File: src/rtl/memory_access_stage.sv
// Memory access stage: passes ALU results through to writeback and runs
// load/store transactions on a req/ack data-memory port, with a wait-cycle
// timeout. Optional feature macro: MEM_STAGE_MISALIGN_TRAP_EN -- when
// defined, misaligned half/word accesses trap (error pulse, no memory
// request); when undefined they are silently aligned.
module memory_access_stage #(
  parameter int MAX_WAIT = 16
) (
  input  logic        clk,
  input  logic        reset,
  input  logic        in_valid,
  input  logic [31:0] in_alu_result,
  input  logic [31:0] in_store_data,
  input  logic        in_mem_read,
  input  logic        in_mem_write,
  input  logic [1:0]  in_mem_size,
  input  logic        in_mem_unsigned,
  input  logic        in_dest_register_enable,
  input  logic [4:0]  in_dest_register_number,
  output logic        out_valid,
  output logic [31:0] out_result,
  output logic        out_dest_register_enable,
  output logic [4:0]  out_dest_register_number,
  output logic        stall,
  output logic        dmem_req,
  output logic        dmem_we,
  output logic [31:0] dmem_addr,
  output logic [31:0] dmem_wdata,
  output logic [3:0]  dmem_be,
  input  logic [31:0] dmem_rdata,
  input  logic        dmem_ack,
  output logic        error
);

  localparam int WW = (MAX_WAIT > 1) ? $clog2(MAX_WAIT) : 1;

  typedef enum logic [1:0] {S_IDLE, S_BUSY, S_DONE} state_t;

  state_t      r_state;
  state_t      w_state_next;

  // Captured access attributes, held for the whole transaction
  logic [31:0] r_addr;
  logic [1:0]  r_size;
  logic        r_uns;
  logic        r_we;
  logic        r_dest_en;
  logic [4:0]  r_dest_num;
  logic [WW-1:0] r_wait;

  // Registered outputs
  logic        r_out_valid;
  logic [31:0] r_out_result;
  logic        r_out_dest_en;
  logic [4:0]  r_out_dest_num;
  logic        r_dmem_req;
  logic        r_dmem_we;
  logic [31:0] r_dmem_addr;
  logic [31:0] r_dmem_wdata;
  logic [3:0]  r_dmem_be;
  logic        r_error;

  logic        w_is_mem;
  logic        w_trap;
  logic        w_timeout;
  logic        w_stall;
  logic [31:0] w_wdata;
  logic [3:0]  w_be;
  logic [7:0]  w_byte;
  logic [15:0] w_half;
  logic [31:0] w_load_data;

  assign w_is_mem  = in_mem_read | in_mem_write;
  // Timeout fires on the MAX_WAIT-th BUSY cycle without an ack
  assign w_timeout = (r_state == S_BUSY) && !dmem_ack && (r_wait == WW'(MAX_WAIT - 1));

`ifdef MEM_STAGE_MISALIGN_TRAP_EN
  logic w_misalign;
  assign w_misalign = ((in_mem_size == 2'b01) && in_alu_result[0]) ||
                      ((in_mem_size == 2'b10) && (in_alu_result[1:0] != 2'b00));
  assign w_trap = w_misalign;
`else
  // Misaligned accesses are aligned by simply ignoring the low address bits
  assign w_trap = 1'b0;
`endif

  // Store lane replication and byte enables, derived from the live inputs at accept
  always_comb begin
    w_wdata = in_store_data;
    w_be    = 4'b1111;
    case (in_mem_size)
      2'b00: begin
        w_wdata = {4{in_store_data[7:0]}};
        w_be    = 4'b0001 << in_alu_result[1:0];
      end
      2'b01: begin
        w_wdata = {2{in_store_data[15:0]}};
        w_be    = 4'b0011 << {in_alu_result[1], 1'b0};
      end
      default: begin
        w_wdata = in_store_data;
        w_be    = 4'b1111;
      end
    endcase
  end

  // Load lane selection and sign/zero extension from the captured address
  always_comb begin
    case (r_addr[1:0])
      2'b00:   w_byte = dmem_rdata[7:0];
      2'b01:   w_byte = dmem_rdata[15:8];
      2'b10:   w_byte = dmem_rdata[23:16];
      default: w_byte = dmem_rdata[31:24];
    endcase
    w_half = r_addr[1] ? dmem_rdata[31:16] : dmem_rdata[15:0];
    case (r_size)
      2'b00:   w_load_data = r_uns ? {24'b0, w_byte} : {{24{w_byte[7]}}, w_byte};
      2'b01:   w_load_data = r_uns ? {16'b0, w_half} : {{16{w_half[15]}}, w_half};
      default: w_load_data = dmem_rdata;
    endcase
  end

  // State register
  always_ff @(posedge clk) begin
    if (!reset) r_state <= S_IDLE;
    else        r_state <= w_state_next;
  end

  // Next-state logic
  always_comb begin
    w_state_next = r_state;
    case (r_state)
      S_IDLE:  if (in_valid && w_is_mem) w_state_next = w_trap ? S_DONE : S_BUSY;
      S_BUSY:  if (dmem_ack || w_timeout) w_state_next = S_DONE;
      S_DONE:  w_state_next = S_IDLE;
      default: w_state_next = S_IDLE;
    endcase
  end

  // Output logic: stall rises combinationally in the accept cycle so upstream holds at once
  always_comb begin
    w_stall = 1'b0;
    if (reset) begin
      w_stall = ((r_state == S_IDLE) && in_valid && w_is_mem) || (r_state == S_BUSY);
    end
    stall                    = w_stall;
    out_valid                = r_out_valid;
    out_result               = r_out_result;
    out_dest_register_enable = r_out_dest_en;
    out_dest_register_number = r_out_dest_num;
    dmem_req                 = r_dmem_req;
    dmem_we                  = r_dmem_we;
    dmem_addr                = r_dmem_addr;
    dmem_wdata               = r_dmem_wdata;
    dmem_be                  = r_dmem_be;
    error                    = r_error;
  end

  // Datapath: capture on accept, drive the memory port, produce the writeback result
  always_ff @(posedge clk) begin
    if (!reset) begin
      r_addr         <= '0;
      r_size         <= '0;
      r_uns          <= 1'b0;
      r_we           <= 1'b0;
      r_dest_en      <= 1'b0;
      r_dest_num     <= '0;
      r_wait         <= '0;
      r_out_valid    <= 1'b0;
      r_out_result   <= '0;
      r_out_dest_en  <= 1'b0;
      r_out_dest_num <= '0;
      r_dmem_req     <= 1'b0;
      r_dmem_we      <= 1'b0;
      r_dmem_addr    <= '0;
      r_dmem_wdata   <= '0;
      r_dmem_be      <= '0;
      r_error        <= 1'b0;
    end else begin
      r_error <= 1'b0;
      case (r_state)
        S_IDLE: begin
          r_out_valid   <= 1'b0;
          r_out_dest_en <= 1'b0;
          if (in_valid && !w_is_mem) begin
            r_out_valid    <= 1'b1;
            r_out_result   <= in_alu_result;
            r_out_dest_en  <= in_dest_register_enable;
            r_out_dest_num <= in_dest_register_number;
          end else if (in_valid) begin
            r_addr     <= in_alu_result;
            r_size     <= in_mem_size;
            r_uns      <= in_mem_unsigned;
            r_we       <= in_mem_write;
            r_dest_en  <= in_dest_register_enable;
            r_dest_num <= in_dest_register_number;
            r_wait     <= '0;
            if (w_trap) begin
              // Trapped access skips the memory and reports the faulting address
              r_out_valid    <= 1'b1;
              r_out_result   <= in_alu_result;
              r_out_dest_en  <= 1'b0;
              r_out_dest_num <= in_dest_register_number;
              r_error        <= 1'b1;
            end else begin
              r_dmem_req   <= 1'b1;
              r_dmem_we    <= in_mem_write;
              r_dmem_addr  <= {in_alu_result[31:2], 2'b00};
              r_dmem_wdata <= w_wdata;
              r_dmem_be    <= in_mem_write ? w_be : 4'b1111;
            end
          end
        end
        S_BUSY: begin
          if (dmem_ack) begin
            r_dmem_req     <= 1'b0;
            r_out_valid    <= 1'b1;
            r_out_result   <= r_we ? r_addr : w_load_data;
            r_out_dest_en  <= r_dest_en & ~r_we;
            r_out_dest_num <= r_dest_num;
          end else if (w_timeout) begin
            r_dmem_req     <= 1'b0;
            r_out_valid    <= 1'b1;
            r_out_result   <= r_addr;
            r_out_dest_en  <= 1'b0;
            r_out_dest_num <= r_dest_num;
            r_error        <= 1'b1;
          end else begin
            r_wait <= r_wait + 1'b1;
          end
        end
        default: begin
          r_out_valid   <= 1'b0;
          r_out_dest_en <= 1'b0;
        end
      endcase
    end
  end

endmodule

File: config.mk
export PLATFORM = sky130hd
export DESIGN_NAME = memory_access_stage
export DESIGN_NICKNAME = d
export VERILOG_FILES = /design/src/rtl/memory_access_stage.sv
export SDC_FILE = /design/constraint.sdc
export NUM_CORES = 1
export LEC_CHECK = 0
export ABC_AREA = 1
export ABC_CLOCK_PERIOD_IN_PS = 1400
export CAP_MARGIN = 10
export CELL_PAD_IN_SITES_DETAIL_PLACEMENT = 1
export CELL_PAD_IN_SITES_GLOBAL_PLACEMENT = 1
export CORE_ASPECT_RATIO = 1.2
export CORE_MARGIN = 4
export CORE_UTILIZATION = 28
export CTS_CLUSTER_DIAMETER = 40
export DETAILED_ROUTE_END_ITERATION = 10
export GPL_ROUTABILITY_DRIVEN = 0
export PLACE_DENSITY = 0.84
export RECOVER_POWER = 100
export SLEW_MARGIN = 10
export SYNTH_ARGS = -nofsm -noshare
export SYNTH_HDL_FRONTEND = slang
export SYNTH_SLANG_ARGS = --single-unit
File: constraint.sdc
create_clock -name clk -period 1.4 [get_ports clk]
set_input_delay 0.28 -clock clk [delete_from_list [all_inputs] [get_ports clk]]
set_output_delay 0.28 -clock clk [all_outputs]
set_load 0.02 [all_outputs]
== After elaboration in Yosys (flattened, before gate mapping) ==
Index checks and enable logic that the tools add are counted.
Storage, ports and cells
  output and inout port bits: 111
  memory bits (writable): 0
  bits in registers: 155
  word-level logic and storage cells: 100
  bits of input ports: 111
  latch bits: 0
  ROM bits: 0
  memories: 0
Cells by class
  $mul: 0
  magnitude comparators: 0
  bitwise operators: 6
  reduce and logical (&&, ||, !) cells: 21
  mux-type cells: 39
  add/sub/neg operators: 1
  div/mod/pow operators: 0
  shift-type cells: 2
  eq/ne operators: 14
Operator list (number)
  32-bit 2-to-1 mux: 6
  32-bit case mux with 2 select lines: 3
  8-bit case mux with 3 select lines: 1
  4-bit 2-to-1 mux: 5
  16-bit 2-to-1 mux: 1
  4-bit case mux with 2 select lines: 2
  5-bit 2-to-1 mux: 3
  1-bit 2-to-1 mux: 11
  2-bit inequality test (second input constant): 5
  5-bit case mux with 2 select lines: 1
  2-bit by 1-bit equality test with 1-bit output (second input constant): 4
  2-bit logical NOT: 4
  1-bit logical AND: 6
  1-bit case mux with 2 select lines: 3
  3-bit AND reduction: 2
  5-bit AND reduction: 1
  4-bit by 1-bit adder with 4-bit output (second input constant): 1
  4-bit equality test (second input constant): 1
  2-bit 2-to-1 mux: 2
  2-bit by 1-bit inequality test with 1-bit output (second input constant): 2
  1-bit NOT: 4
  2-bit case mux with 2 select lines: 1
  4-bit AND reduction: 1
  1-bit by 2-bit left shift with 4-bit output (first input constant): 1
  other kinds (10): 12

== Depth between registers and ports, before layout ==
Gate-level depths: netlist of the first run.
  depth after elaboration: 7
  gate-level depth with buffers: 11

== Least setup slack after synthesis of the first run ==
Ideal clock, no wire load.
  path type: reg2out
  start point: reg r_state[0]
  end point: out stall
  data arrival time: 1.332 ns
  setup slack: -0.212 ns
  stages on the path, launching flop included: 5
  buffers on the path: 2
  path through: dfxtp_1 nand2_2 buf_4 clkbuf_1 o21ai_0
Between the ends
  word-level cells in the longest chain between the ends: 5
  elaborated cells on any way between the ends: 6
  those cells by class: eq/ne (1); mux (1); reduce/logical (4)
RTL lines
  start: declaration: line 39  | state_t r_state;
  start signal: assignment: line 126  | else r_state <= w_state_next;
  2-bit logical NOT: line 144  | w_stall = ((r_state == S_IDLE) && in_valid && w_is_mem) || (r_state == S_BUSY);
  1-bit logical AND (2 in series): line 144
  1-bit logical OR (*): line 144
  1-bit 2-to-1 mux (*): line 143  | if (reset) begin
  end: declaration: line 24  | output logic stall,
Every way passes the cells marked *; elsewhere a longest branch is shown, timed or not.

== Final worst setup path of the first run ==
  start point: reg r_wait[1]
  end point: reg r_out_result[31], in the netlist out_result[31]
Between the ends
  word-level cells in the longest chain between the ends: 4
RTL lines
  start: declaration: line 49  | logic [WW-1:0] r_wait;
  start signal: assignment: line 229  | r_wait <= r_wait + 1'b1;
  4-bit equality test: line 75  | assign w_timeout = (r_state == S_BUSY) && !dmem_ack && (r_wait == WW'(MAX_WAIT - 1));
  1-bit logical AND: line 75
  3-bit inequality test (no line)
  3-bit AND reduction (no line)
  end signal: assignment: line 187  | r_out_result <= in_alu_result;
  end signal: assignment: line 201  | r_out_result <= in_alu_result;
  end signal: assignment: line 218  | r_out_result <= r_we ? r_addr : w_load_data;
  end: declaration: line 53  | logic [31:0] r_out_result;
No other way between the ends.
A chain may end at the register's enable or synchronous reset.

==> flow_summary.ini, run 1 <==
[status]
status = finished with violations
violations = negative setup slack

[synthesis]
seq_area_frac_synth = 0.398
syn_inst = 898
yosysWarnings = 0
syn_area_mm2 = 0.00628
synth.distinct_cells = 35
syn_avg_cell_area_um2 = 6.99
ys_ff_latch = 125

[pwr]
power_density_mw_per_mm2 = 1130
leakage_nw = 4.62
ir_worst_vdd_mv = 0.916
power.total_w = 0.0134

[timing]
min_period_ns = 1.74
clock_skew_ns = 0.0176
rsz0062_at_grt = yes
max_freq_mhz = 573
hold_ws_ns = 0.343
finalMaxSlewViolations = 0
fin_ws_ns = -0.345
hold_violations = 0
max_slew.worst_pin.slew_ns = 1.18
finalCritPeriodShare = 1.25
relSlewSlack = 0.214
setup-violations-final = 124

[detailed_routing]
wire_per_inst_um = 24.9
drc = 0
initialDrtViolationCount = 511
vias = 8120
vias_per_cell = 5.52
ant_nets = 0
wl_mm = 36.6
first_pass_iters = 5

[critical_path]
worstPathMaxFanout = 7
cp.required_ns = 1.71
cp-start-kind = flip-flop
worstSetupPathType = reg2reg
worstReg2RegEnd = out_result[31]
rrSetupSlack_ns = -0.34
worstRegToRegCells = 9
arrival_ns = 2.06
worst_setup_path_end_kind = flip-flop
timing.rr.start = r_wait[1]

[die]
die-area_mm2 = 0.0249
io-pin-count = 222
die_h_um = 172
core_mm2 = 0.0219
rows = 59
start_util = 0.287
dieWidth_um = 145

[grt]
antenna_found_initial = 2
first_global_vias = 8871
grt_pass1_wl_mm = 53.0
grt_max_degree = 64
grt_overflow = 0
grt_usage = 0.282

[cts]
clkSinkCount = 125
clkSlewWorstSetupHoldPaths_ns = 0.06
clockBufferDepth = 2
cts_tree = done
clock_latency_ns = 0.44
cts-root-buf = clkbuf_16
cts_hold_buf = 0
h-tree-depth = 4
numCtsBuffers = 17

[cells_and_area]
fin_nets = 1294
final_common_cell = nand2_1
area_delta_synth_final_pct = 88.3
final_cell_mix = nand2_1, dfxtp_1, clkdlybuf4s50_1, buf_4, a21oi_1
final_cell_count_no_fill = 1470
fill_cells = 2462
drive_gt1_frac = 0.409

[worst_hold_path]
min_path_type = in2reg
hold_depth = 4
min_from = reset
min_to = dmem_req

[place]
numPortBuffers = 219
place.detailed.hpwl_mm = 18.6
place_inst = 1376

[run]
cap_violations = 0
## metal layers
metal	track usage	routed length [um]	vias up
met5	0	20	-
met4	0.166	2060	2
li1	-	-	3583
met1	0.310	13300	3990
met2	0.486	18600	416
met3	0.0763	2560	129
## sequential cells by signal (all words and copies together) (netlist names)
name	cells
error	1
r_size	2
r_dest_en	1
dmem_be	4
r_addr	32
dmem_wdata	32
out_valid	1
out_result	32
out_dest_register_enable	1
r_wait	4
dmem_we	1
dmem_req	1
r_uns	1
r_state	2
r_dest_num	5
out_dest_register_number	5
## stage by stage
step / util / setup TNS, ns / cell area [um^2] / setup slack, ns
detailed placement: 0.410 / -75.78 / 8970 / -0.713
global placement: 0.410 / -72.15 / 8970 / -0.696
CTS: 0.530 / -23.81 / 11600 / -0.280
floorplan: - / 0 / 6290 / 0.00373
global route: 0.541 / -29.49 / 11800 / -0.384
finish: 0.541 / -23.43 / 11800 / -0.345
## final cells by class
| type | count | area [um^2] | share of cell area |
|---|---|---|---|
| diodes | 2 | 5.00 | 0.000423 |
| repair buffers | 359 | 3680 | 0.311 |
| flip-flops and latches | 125 | 2520 | 0.213 |
| multi-input cells | 608 | 4370 | 0.369 |
| clock buffers | 20 | 447 | 0.0378 |
| well taps | 274 | 343 | 0.0290 |
| inverters | 71 | 308 | 0.0260 |
| clock inverters | 11 | 158 | 0.0133 |
## worst max-delay path, cell delays in order, from the launching register on
cell	delay [ns]
dfxtp_4	0.37
ha_4	0.16
nand2_4	0.07
o21ai_4	0.27
nand2_8	0.12
buf_8	0.16
buf_16	0.15
buf_4	0.14
a21oi_2	0.09
a21oi_1	0.07
## report_power, final
part,switching (W),leakage (nW),internal (W)
Clock,0.00192,0.289,0.00287
Sequential,0.000262,1.03,0.00388
Combinational,0.00255,3.29,0.00193
Total,0.00473,4.62,0.00868
## synthesized netlist by cell type
library cell,number,area [um^2]
nand2_4,1,11.3
nand3b_1,4,30.0
nor2_1,48,180
o21ai_1,46,230
clkbuf_1,26,97.6
buf_6,7,78.8
nor2_2,5,31.3
or2_2,1,6.26
nand4_1,1,6.26
dfxtp_1,125,2500
o21ai_4,1,16.3
nor4_1,1,6.26
buf_2,19,95.1
o21a_1,2,15.0
o21ai_0,79,395
nor3_1,2,10.0
inv_2,8,30.0
nand3_1,70,350
o211ai_1,1,7.51
a22oi_1,4,30.0
a31oi_1,16,100
a41oi_1,8,70.1
nand4_4,1,21.3
nand2_2,3,18.8
clkbuf_2,1,5.00
a21oi_1,140,701
o22ai_1,1,6.26
buf_1,2,7.51
conb_1,1,3.75
ha_1,1,12.5
nor2_4,3,33.8
nand2_1,166,623
inv_1,63,236
buf_4,40,300
nand3_2,1,10.0
## what timing repair did
item | CTS | global route
pin swaps | 56 | 28
setup buffers | 39 | 14
endpoints found under the hold margin | 0 | 0
resized for setup | 506 | 305
setup endpoints to repair | 233 | 207
gates cloned | 28 | 1
## worst max-delay path by stage
stage                     endpoint  slack [ns]  startpoint
global route        out_result[31]       -0.38  r_state[1]
global placement             stall       -0.70    in_valid
CTS                  dmem_wdata[7]       -0.28  r_state[0]
detailed placement  dmem_wdata[29]       -0.71    in_valid
floorplan           out_result[12]       0.004     dmem_we
finish              out_result[31]       -0.34   r_wait[1]
## kinds of logic after synthesis
family	share of synthesized area
compound gates	0.250
fa+ha+maj	0.00199
buf+inv	0.135
flops	0.398
other cells	0.000597
simple gates	0.213
No activity file was read; power rests on OpenSTA's default activity.
==> inputs of run 2 (changes only) <==
==> constraint.sdc (replaced) <==
create_clock -name clk -period 1.4 [get_ports clk]
set_input_delay 0.28 -clock clk [delete_from_list [all_inputs] [get_ports clk]]
set_output_delay 0.28 -clock clk [all_outputs]
set_load 0.1 [all_outputs]
==> flow_summary.ini, run 2 (synthesized netlist as in run 1, its figures left out) <==
[detailed_routing]
first_pass_iters = 5
vias = 7777
drc = 0
wl_mm = 33.5
initialDrtViolationCount = 448
wire_per_inst_um = 23.0
vias_per_cell = 5.35
ant_nets = 0

[worst_hold_path]
min_path_type = in2reg
min_to = dmem_wdata[23]
hold_depth = 3
min_from = reset

[timing]
setup-violations-final = 124
min_period_ns = 1.76
finalMaxSlewViolations = 0
max_freq_mhz = 568
hold_violations = 0
rsz0062_at_grt = yes
fin_ws_ns = -0.359
clock_skew_ns = 0.0158
finalCritPeriodShare = 1.26

[status]
violations = negative setup slack
status = finished with violations

[critical_path]
cp.required_ns = 1.12
worst_setup_path_end_kind = output port
rrSetupSlack_ns = -0.33
worstPathCellList = nor2_4 > nand2_2 > nor2_4 > nand2_2 > o21ai_4 > buf_12
crit_start = r_state[1]
timing.critical_path.slowest_stage_cell = dfxtp_2
cp-start-kind = flip-flop
critical_path.max_stage_delay_ns = 0.34
worstSetupPathType = reg2out
worstReg2RegEnd = out_dest_register_number[1]
worstPathMaxFanout = 2
arrival_ns = 1.48
worstRegToRegCells = 8
timing.rr.start = r_wait[0]

[place]
numPortBuffers = 219
place.detailed.hpwl_mm = 20.7
place_inst = 1375

[die]
io-pin-count = 222
core_mm2 = 0.0219
die_h_um = 172
rows = 59
die-area_mm2 = 0.0249
start_util = 0.287
dieWidth_um = 145

[grt]
grt_usage = 0.238
grt_max_degree = 55
antenna_found_initial = 2
first_global_vias = 8045
grt_overflow = 0
grt_pass1_wl_mm = 45.5

[cells_and_area]
final_common_cell = nand2_1
multiInputGateArea_mm2 = 0.00339
utilization = 0.547
area_delta_synth_final_pct = 90.3
final_cell_count_no_fill = 1454
fin_nets = 1277
final_cell_mix = nand2_1, buf_12, a21oi_1, dfxtp_1, clkdlybuf4s50_1
fill_cells = 2429
register_area_mm2 = 0.00251
drive_gt1_frac = 0.319

[cts]
clockBufferDepth = 2
clkSlewWorstSetupHoldPaths_ns = 0.06
h-tree-depth = 4
numCtsBuffers = 17
clkSinkCount = 125
cts_tree = done
clock_latency_ns = 0.43
cts-root-buf = clkbuf_16

[pwr]
ir_worst_vdd_mv = 0.857
power_density_mw_per_mm2 = 1260
leakage_nw = 4.86

[run]
cap_violations = 0
==> run 2: changes by cell type in the layout (fill, tap and decap cells not counted), moves of 16 or more <==
| cell | delta |
|---|---|
| a21oi_1 | +52 |
| a21oi_2 | -33 |
| a21oi_4 | -19 |
| buf_12 | +105 |
| clkbuf_1 | -40 |
| clkbuf_2 | -36 |
| clkdlybuf4s15_1 | -16 |
| nand3_1 | +16 |
| o21ai_1 | +42 |
| o21ai_2 | -35 |
==> run 2: critical path: cells and delay by family (launching register included) <==
family | cells | cell delay, ns
flip-flops | 1 | 0.34
AO/OA/AOI/OAI | 1 | 0.08
buffers and inverters | 1 | 0.19
AND/OR/NAND/NOR | 4 | 0.43
==> run 2: layer usage <==
layer,track usage,vias up,part of all wire
met2,0.425,314,0.52
met4,0.103,4,0.034
met1,0.265,3846,0.37
met5,0,-,0.0012
met3,0.0620,76,0.067
li1,-,3537,-
==> run 2: area by class of cell <==
| cell class | instances | share of cell area |
|---|---|---|
| Timing Repair Buffer | 341 | 0.404 |
| Multi-Input combinational cell | 609 | 0.283 |
| Sequential cell | 125 | 0.210 |
| Clock buffer | 20 | 0.0383 |
| Tap cell | 274 | 0.0287 |
| Inverter | 71 | 0.0253 |
| Clock inverter | 12 | 0.00922 |
| Antenna cell | 2 | 0.000419 |
==> run 2: worst max path at each step <==
stage	endpoint	slack, ns	depth (start not counted)
floorplan	stall	-0.18	5
global placement	out_result[10]	-0.43	9
detailed placement	out_result[11]	-0.60	9
CTS	stall	-0.35	6
global route	stall	-0.41	6
finish	stall	-0.36	6
==> run 2: metrics by stage <==
step | cell area, um^2 | setup slack (ns) | TNS (ns) | hold WS, ns | power, W
after floorplan | 6340 | -0.180 | -0.180 | 0.415 | 0.00747
after CTS | 11300 | -0.346 | -12.41 | 0.185 | 0.0145
final | 11900 | -0.359 | -26.06 | 0.203 | 0.0150
after global placement | 10100 | -0.431 | -42.80 | 0.433 | 0.00966
after global routing | 11900 | -0.415 | -33.34 | 0.221 | 0.0155
after detailed placement | 10100 | -0.598 | -50.81 | 0.449 | 0.00976
==> run 2: timing repair <==
item / 4_1_cts / 5_1_grt
endpoints found under the hold margin: 0 / 0
hold buffers: 0 / 0
cloned: 10 / 6
gates resized for setup: 68 / 149
buffers inserted: 15 / 17
setup endpoints to repair: 89 / 124
pin swaps: 4 / 20
==> run 2: report_power, final <==
group	total (W)	switching (W)	internal [W]
registers	0.00428	0.000400	0.00388
logic	0.00632	0.00386	0.00246
clock network	0.00440	0.00184	0.00256
==> inputs of run 3 (changes only) <==
- ABC_CLOCK_PERIOD_IN_PS: 1400 -> 1700
- CORE_UTILIZATION: 28 -> 31
- PLACE_DENSITY: 0.84 -> 0.88
- clock period: 1.4 -> 1.7 ns (I/O delays scaled with it)
==> flow_summary.ini, run 3 (synthesized netlist as in run 1, its figures left out) <==
[status]
status = finished with violations
violations = negative setup slack

[timing]
hold_violations = 0
tns_ns = -0.134
finalMaxSlewViolations = 0
fin_ws_ns = -0.134
setup-violations-final = 1
rsz0062_at_grt = yes
max_freq_mhz = 545
finalCritPeriodShare = 1.08
min_period_ns = 1.83
clock_skew_ns = 0.00435
relSlewSlack = 0.591
max_slew.worst_pin.slew_ns = 0.612

[cts]
clockBufferDepth = 2
clock_latency_ns = 0.42
cts_hold_buf = 0
clkSinkCount = 125
clkSlewWorstSetupHoldPaths_ns = 0.06
numCtsBuffers = 17
cts-root-buf = clkbuf_16
cts_tree = done
h-tree-depth = 4

[cells_and_area]
utilization = 0.490
final_cell_mix = nand2_1, a21oi_1, dfxtp_1, clkdlybuf4s50_1, o21ai_0
num_antenna_cells = 0
stdcell_area_mm2 = 0.00968
fill_cells = 2457
final_cell_count_no_fill = 1376
area_delta_synth_final_pct = 54.1
fin_nets = 1214
drive_gt1_frac = 0.214
final_common_cell = nand2_1

[critical_path]
critical_path.endpoint = stall
worstPathMaxFanout = 2
worstRegToRegCells = 9
cp.required_ns = 1.36
cp-start-kind = flip-flop
rrSetupSlack_ns = 0.06
timing.rr.start = r_state[1]
worst_setup_path_end_kind = output port
crit_start = r_state[1]
worstSetupPathType = reg2out
arrival_ns = 1.49
worstReg2RegEnd = dmem_wdata[18]

[place]
numPortBuffers = 219
pre_cts_ws_ns = -0.344
place_inst = 1338
place.detailed.hpwl_mm = 20.3
post_dp_cell_area_mm2 = 0.00986

[detailed_routing]
wire_per_inst_um = 19.9
first_pass_iters = 5
initialDrtViolationCount = 384
wl_mm = 27.4
vias_per_cell = 5.23
drc = 0
ant_nets = 0
vias = 7199

[grt]
antenna_found_initial = 2
grt_usage = 0.240
first_global_vias = 7738
grt_max_degree = 60
grt_overflow = 0
grt_pass1_wl_mm = 41.8

[pwr]
leakage_nw = 4.11
power_density_mw_per_mm2 = 1150
ir_worst_vdd_mv = 0.674

[run]
cap_violations = 0

[die]
die-area_mm2 = 0.0226
die_h_um = 164
start_util = 0.318
dieWidth_um = 138
rows = 56
io-pin-count = 222
core_mm2 = 0.0198

[worst_hold_path]
min_path_type = in2reg
run 3: layer usage:
metal	GRT usage	vias up	wire, um
li1	-	3403	-
met1	0.251	3443	10000
met5	0	-	33
met2	0.436	285	14100
met4	0.105	4	988
met3	0.0775	64	2300
run 3: through the flow:
stage / hold WS [ns] / total power, W
after global placement: 0.433 / 0.00787
after CTS: 0.234 / 0.0116
after floorplan: 0.425 / 0.00614
after detailed placement: 0.452 / 0.00797
after global routing: 0.257 / 0.0115
final: 0.267 / 0.0111
run 3: area by class of cell:
cell class	instances	area [um^2]	share of cell area
repair buffers	279	3020	0.312
multi-input cells	608	2980	0.308
flip-flops and latches	125	2510	0.259
clock buffers	22	484	0.0500
well taps	261	327	0.0337
inverters	71	272	0.0281
clock inverters	10	88.8	0.00918
run 3: power breakdown:
part / leakage [nW] / switching (W) / internal, W
Combinational: 2.80 / 0.00287 / 0.00124
Clock: 0.274 / 0.00141 / 0.00216
Sequential: 1.03 / 0.000225 / 0.00320
Total: 4.11 / 0.00450 / 0.00660
run 3: worst min-delay path by stage:
stage | start | to | cells past startpoint
5_1_grt | reset | out_dest_register_number[1] | 3
3_3_place_gp | r_dest_num[3] | r_dest_num[3] | 2
4_1_cts | reset | r_dest_num[1] | 3
3_5_place_dp | r_dest_num[1] | r_dest_num[1] | 2
2_1_floorplan | r_dest_num[0] | r_dest_num[0] | 2
6_report | reset | r_dest_num[1] | 3
run 3: worst max-delay path, cell delays in order, from the launching register on:
cell	delay [ns]
dfxtp_2	0.33
nor2_4	0.15
nand2_2	0.10
nor2_4	0.14
nand2_4	0.08
o21ai_4	0.08
buf_12	0.19
run 3: what timing repair did:
| item | 4_1_cts | 5_1_grt |
|---|---|---|
| hold endpoints to repair | 0 | 0 |
| resized for setup | 7 | 16 |
| pin swaps | 2 | 3 |
| gates cloned | 0 | 1 |
| buffers inserted | 3 | 2 |
| setup endpoints to repair | 1 | 18 |
